[config.mk]
export PLATFORM = sky130hd
export DESIGN_NAME = uart_tx_arbiter_flat
export DESIGN_NICKNAME = d
export VERILOG_FILES = /design/src/rtl/uart_tx_arbiter_if.sv /design/src/rtl/uart_tx_arbiter.sv /design/src/flat_wrapper.sv
export SDC_FILE = /design/constraint.sdc
export NUM_CORES = 1
export LEC_CHECK = 0
export ABC_CLOCK_PERIOD_IN_PS = 1750
export BUFFER_PORTS_ARGS = -buffer_cell sky130_fd_sc_hd__buf_2
export CORE_UTILIZATION = 30
export CTS_CLUSTER_DIAMETER = 80
export DETAILED_ROUTE_END_ITERATION = 8
export PLACE_DENSITY = 0.56
export SETUP_SLACK_MARGIN = 0.05
export SYNTH_ARGS = -nofsm -noshare
export SYNTH_HDL_FRONTEND = slang
export SYNTH_SLANG_ARGS = --single-unit
[constraint.sdc]
create_clock -name I_clk -period 1.75 [get_ports I_clk]
set_input_delay 0.0875 -clock I_clk [delete_from_list [all_inputs] [get_ports I_clk]]
set_output_delay 0.0875 -clock I_clk [all_outputs]
set_load 0.01 [all_outputs]
[src/rtl/uart_tx_arbiter_if.sv]
`default_nettype none
// +----------------------------------------------------------------------------+
// | Module  : uart_tx_arbiter_if                                               |
// | Brief   : Requester and serializer handshake bundle for uart_tx_arbiter.   |
// |           I_lock exists only when UART_ARB_LOCK_EN is defined.             |
// | Rev     : 1.0  initial release                                             |
// +----------------------------------------------------------------------------+
interface uart_tx_arbiter_if #(
    parameter int NUM_REQ = 4,
    parameter int GW      = $clog2(NUM_REQ)
);
    logic [NUM_REQ-1:0]   I_req;
    logic [8*NUM_REQ-1:0] I_data;
`ifdef UART_ARB_LOCK_EN
    logic [NUM_REQ-1:0]   I_lock;
`endif
    logic [NUM_REQ-1:0]   O_ack;
    logic [7:0]           O_tx_data;
    logic                 O_tx_exec;
    logic                 I_tx_ready;
    logic                 O_busy;
    logic [GW-1:0]        O_grant_id;
    logic                 O_error;

    // Environment side: requesters plus the uart_tx ready line
    modport master (
`ifdef UART_ARB_LOCK_EN
        output I_lock,
`endif
        output I_req, I_data, I_tx_ready,
        input  O_ack, O_tx_data, O_tx_exec, O_busy, O_grant_id, O_error
    );

    modport slave (
`ifdef UART_ARB_LOCK_EN
        input  I_lock,
`endif
        input  I_req, I_data, I_tx_ready,
        output O_ack, O_tx_data, O_tx_exec, O_busy, O_grant_id, O_error
    );
endinterface
`default_nettype wire

[src/rtl/uart_tx_arbiter.sv]
`default_nettype none
// +----------------------------------------------------------------------------+
// | Module  : uart_tx_arbiter                                                  |
// | Brief   : Round-robin sharing of one uart_tx among NUM_REQ byte producers. |
// |           Define UART_ARB_LOCK_EN for per-requester grant locking.         |
// | Rev     : 1.0  initial release                                             |
// +----------------------------------------------------------------------------+
module uart_tx_arbiter #(
    parameter int NUM_REQ      = 4,
    parameter int BUSY_TIMEOUT = 15
) (
    input wire             I_clk,
    input wire             I_reset,
    uart_tx_arbiter_if.slave bus
);
    localparam int GW = $clog2(NUM_REQ);
    localparam int unsigned c_NUM_REQ = NUM_REQ;

    localparam logic [1:0] c_IDLE      = 2'd0;
    localparam logic [1:0] c_WAIT_BUSY = 2'd1;
    localparam logic [1:0] c_WAIT_DONE = 2'd2;

    localparam logic [7:0]         c_TIMEOUT = 8'(BUSY_TIMEOUT);
    localparam logic [NUM_REQ-1:0] c_ONE     = {{(NUM_REQ-1){1'b0}}, 1'b1};

    logic [1:0]         r_state;
    logic [7:0]         r_cnt;
    logic [GW-1:0]      r_grant;
    logic [NUM_REQ-1:0] r_ack;
    logic [7:0]         r_tx_data;
    logic               r_tx_exec;
    logic               r_error;

    logic               w_found;
    logic [GW-1:0]      w_win;

    function automatic logic [GW-1:0] f_next(input logic [GW-1:0] base, input int unsigned off);
        int unsigned v_sum;
        v_sum = 32'(base) + off;
        if (v_sum >= c_NUM_REQ) v_sum = v_sum - c_NUM_REQ;
        return v_sum[GW-1:0];
    endfunction

    // Search starts one past the last grant so the last winner has lowest priority
    always_comb begin
        w_found = 1'b0;
        w_win   = r_grant;
        for (int unsigned k = 1; k <= c_NUM_REQ; k++) begin
            if (!w_found && bus.I_req[f_next(r_grant, k)]) begin
                w_found = 1'b1;
                w_win   = f_next(r_grant, k);
            end
        end
`ifdef UART_ARB_LOCK_EN
        if (bus.I_lock[r_grant] && bus.I_req[r_grant]) begin
            w_found = 1'b1;
            w_win   = r_grant;
        end
`endif
    end

    always_ff @(posedge I_clk or posedge I_reset) begin
        if (I_reset) begin
            r_state   <= c_IDLE;
            r_cnt     <= 8'd0;
            r_grant   <= GW'(NUM_REQ - 1);
            r_ack     <= '0;
            r_tx_data <= 8'd0;
            r_tx_exec <= 1'b0;
            r_error   <= 1'b0;
        end else begin
            r_ack     <= '0;
            r_tx_exec <= 1'b0;
            case (r_state)
                c_IDLE: begin
                    if (bus.I_tx_ready && w_found) begin
                        r_tx_data <= bus.I_data[{w_win, 3'b000} +: 8];
                        r_tx_exec <= 1'b1;
                        r_ack     <= c_ONE << w_win;
                        r_grant   <= w_win;
                        r_cnt     <= 8'd0;
                        r_state   <= c_WAIT_BUSY;
                    end
                end
                c_WAIT_BUSY: begin
                    r_cnt <= r_cnt + 8'd1;
                    if (!bus.I_tx_ready) begin
                        r_state <= c_WAIT_DONE;
                    end else if (r_cnt + 8'd1 == c_TIMEOUT) begin
                        // Serializer never took the byte; it is lost, requester already acked
                        r_error <= 1'b1;
                        r_state <= c_IDLE;
                    end
                end
                c_WAIT_DONE: begin
                    if (bus.I_tx_ready) r_state <= c_IDLE;
                end
                default: r_state <= c_IDLE;
            endcase
        end
    end

    assign bus.O_ack      = r_ack;
    assign bus.O_tx_data  = r_tx_data;
    assign bus.O_tx_exec  = r_tx_exec;
    assign bus.O_busy     = (r_state != c_IDLE);
    assign bus.O_grant_id = r_grant;
    assign bus.O_error    = r_error;
endmodule
`default_nettype wire

[src/flat_wrapper.sv]
// flat-port wrapper written by rule: the top's interface ports become plain ports
module uart_tx_arbiter_flat 
#(
    parameter int NUM_REQ      = 4,
    parameter int BUSY_TIMEOUT = 15
)
  (I_clk, I_reset, bus_I_req, bus_I_data, bus_I_tx_ready, bus_O_ack, bus_O_tx_data, bus_O_tx_exec, bus_O_busy, bus_O_grant_id, bus_O_error);
  uart_tx_arbiter_if #(.NUM_REQ(NUM_REQ)) bus_i ();
  input wire I_clk;
  input wire I_reset;
  input wire logic [$bits(bus_i.I_req)-1:0] bus_I_req;
  input wire logic [$bits(bus_i.I_data)-1:0] bus_I_data;
  input wire logic [$bits(bus_i.I_tx_ready)-1:0] bus_I_tx_ready;
  output wire logic [$bits(bus_i.O_ack)-1:0] bus_O_ack;
  output wire logic [$bits(bus_i.O_tx_data)-1:0] bus_O_tx_data;
  output wire logic [$bits(bus_i.O_tx_exec)-1:0] bus_O_tx_exec;
  output wire logic [$bits(bus_i.O_busy)-1:0] bus_O_busy;
  output wire logic [$bits(bus_i.O_grant_id)-1:0] bus_O_grant_id;
  output wire logic [$bits(bus_i.O_error)-1:0] bus_O_error;
  assign bus_i.I_req = bus_I_req;
  assign bus_i.I_data = bus_I_data;
  assign bus_i.I_tx_ready = bus_I_tx_ready;
  assign bus_O_ack = bus_i.O_ack;
  assign bus_O_tx_data = bus_i.O_tx_data;
  assign bus_O_tx_exec = bus_i.O_tx_exec;
  assign bus_O_busy = bus_i.O_busy;
  assign bus_O_grant_id = bus_i.O_grant_id;
  assign bus_O_error = bus_i.O_error;
  uart_tx_arbiter #(.NUM_REQ(NUM_REQ), .BUSY_TIMEOUT(BUSY_TIMEOUT)) u_core (.I_clk(I_clk), .I_reset(I_reset), .bus(bus_i));
endmodule
==> out/results.txt <==
# setup viols final = 1
clk_lat worst skew = 270 ps
Top Ports = 56
Die Wd = 72.63 um
first-pass GRT wire length = 5140 um
DRC violations left = 0
Initial DRT Pass Iterations = 4
Core Util, Final = 42.84%
kind of cell adding the most delay to the critical path = flip-flops
Final Net Count = 248
slowest stage delay, CP = 560 ps
drt first-iter violations = 40
fmax = 571.3 MHz
port buffer count = 55
leak pwr = 0.9757 nW
critical path launch point type = register
Worst Path Required = 1900 ps
failing checks = setup timing
min Tclk post-route = 1750 ps
synthesized flop and latch total = 26
vias in the first global route = 1119
Post-Route WL = 3405 um
largest net degree at the start of global routing = 27
Syn-to-layout area delta = 36.12%
Synth area leader = dfrtp_1
initial antenna violation count = 0
CTS tree = yes
Post-synth ARST share = 100.0%
Worst Clk Skew = 2.666 ps
Fillers = 486
fraction of layout cells with a size suffix above 1 = 46.60%
Slew @ Worst Pin = 452.0 ps
area occupied by multi-input gates = 814.5 um2
syn_nets = 182
Core ar. = 4755 um2
Antenna diodes = 0
H-tree depth = 1
Setup WS post-layout = -0.4363 ps
critical path type = reg2reg
Core Rows = 25
Mapped Avg Cell Area = 10.61 um2
root buf cell = clkbuf_8
GRT Util Overall = 12.46%
mapped cell area = 1496 um2
pwr/cell area = 1451 nW/um2
hpwl dp = 2422 um
vias = 1253
initial core utilization = 31.47%
fin crit share = 100.0%
hold crit path type = in2reg
ys flop type = dfrtp_1
number of synthesized flops with an enable pin = 0
gr ovfl total = 0
Cell Chain, Critical Path = nand2b_4, o21ai_2, a221oi_4, buf_6, clkbuf_16, mux2i_1, o221ai_2
worst vdd ir = 0.0005746 V
area of all sequential standard cells = 653.1 um2
Clock Pin Slew Worst Setup and Hold Paths = 90 ps
synth warn = 0
max cap viols = 0
Pins Over Slew Limit = 0
dpl ws = 17.86 ps
Critical Path Sink Type = register
Worst slew margin = 69.87%
Die Ht = 72.63 um
sequential element share of the synthesized area = 43.65%
Final ANT Viol Nets = 0
CTS max path bufs = 2
Die Area = 5274 um2
RSZ-0062 raised after global routing = yes
post-DR wirelength/cell = 12.47 um
Arr. time, crit path = 1900 ps
Final Hold Fails = 0
Crit path buffers/inverters = 2
Yosys cell types = 37
RD Place Congestion = 0.7457
Crit Path Max Fanout = 5
Sink Count = 26
TritonCTS buffer count = 3
CP max stage cell = dfstp_2
status = finished, violations left
share of the synthesized area in the top cell type = 40.13%
Mapped Cells = 141
via density per instance = 4.590
Synth area leaders = dfrtp_1, mux2i_1, o221ai_2
[final timing paths]
path | startpoint | endpoint | slack (ps) | cells past startpoint
max | u_core.bus.O_grant_id[0] | u_core.bus.O_tx_data[5] | -0.4 | 7
min | bus_I_tx_ready | u_core.r_state[1] | 20 | 2
max reg2reg | u_core.bus.O_grant_id[0] | u_core.bus.O_tx_data[5] | -0.4 | 7
min reg2reg | u_core.bus.O_error | u_core.bus.O_error | 480 | 1
max in group asynchronous | I_reset | u_core.bus.O_grant_id[1] | 1050 | 4
min in group asynchronous | I_reset | u_core.r_cnt[3] | 400 | 4
[synth_stat cells, types with 3 or more instances]
library cell / number
clkbuf_1: 3
nand2_1: 18
nand2b_1: 5
inv_1: 4
nand3_1: 3
o21ai_1: 13
a21oi_1: 3
nor2_1: 7
dfrtp_1: 24
o221ai_2: 8
mux2i_1: 17
o31ai_1: 3
[registers in the layout, indices dropped and copies added (netlist names)]
| register | cells |
|---|---|
| u_core.bus.O_tx_exec | 1 |
| u_core.r_state | 2 |
| u_core.bus.O_grant_id | 2 |
| u_core.bus.O_error | 1 |
| u_core.bus.O_ack | 4 |
| u_core.r_cnt | 8 |
| u_core.bus.O_tx_data | 8 |
[stage by stage]
step / area (um2) / power (W) / hold slack, ps / TNS, ps / cells
after floorplan: 1501 / 0.001946 / 126.0 / 0 / 141
after global placement: 1881 / 0.002351 / 166.3 / 0 / 264
after detailed placement: 1881 / 0.002360 / 163.5 / 0 / 264
after CTS: 1946 / 0.002763 / 11.20 / 0 / 269
after global routing: 2037 / 0.003170 / 11.31 / -502.9 / 273
final: 2037 / 0.002956 / 22.28 / -0.4363 / 273
[kinds of logic after synthesis]
| kind of cell | after synthesis | synth area share, % |
|---|---|---|
| and+or+nand+nor | 48 | 16.97 |
| AOI/OAI and AO/OA | 35 | 20.82 |
| DFF | 26 | 43.65 |
| muxes | 17 | 11.37 |
| buffers and inverters | 10 | 3.762 |
| xor gates and xnor gates | 3 | 1.756 |
| adders and majority gates | 2 | 1.672 |
[per-layer routing]
layer / part of all wire [%] / track usage [%] / vias to the layer above
met5: 0 / 0 / -
met4: 0.68 / 3.268 / 0
met3: 4.3 / 3.039 / 2
met2: 46 / 19.00 / 30
met1: 49 / 17.64 / 581
li1: - / - / 640
[placed cells by master, fill, tap and decap left out, types with 2 or more instances in the layout]
cell,netlist,final
buf_2,0,55
dfrtp_1,24,24
nand2_1,18,18
o21ai_1,13,13
mux2i_1,17,13
o221ai_2,8,8
nor2_1,7,7
buf_4,0,6
nand2b_1,5,4
inv_1,4,4
mux2i_2,0,4
clkbuf_8,0,4
a21oi_1,3,3
nand3_1,3,3
o31ai_1,3,3
or2_1,2,2
a31oi_1,2,2
nand2b_4,0,2
nand2_2,2,2
and2_1,2,2
xnor2_1,2,2
and3_1,2,2
ha_1,2,2
clkbuf_16,0,2
dfstp_2,2,2
[power breakdown]
group	internal (W)	switching (W)	total (W)	leakage (nW)
combinational	0.000823	0.000829	0.00165	0.610
sequential	0.000800	0.000120	0.000920	0.337
clock	0.000201	0.000182	0.000383	0.0288
[cell type report]
cell class              instances  area share, %
flip-flops and latches         26          32.06
well taps                      67          4.115
inverters                       5         0.9214
multi-input cells             105          39.99
clock buffers                   4          2.703
repair buffers                 66          20.21
[what timing repair did]
item | in CTS | in global routing
endpoints found under the setup margin | 8 | 8
hold buffers | 1 | 0
resized for setup | 0 | 6
pin swaps | 0 | 1
setup buffers | 0 | 2
cloned | 0 | 2
hold endpoints to repair | 24 | 0
(Power assumes the default switching activity.)
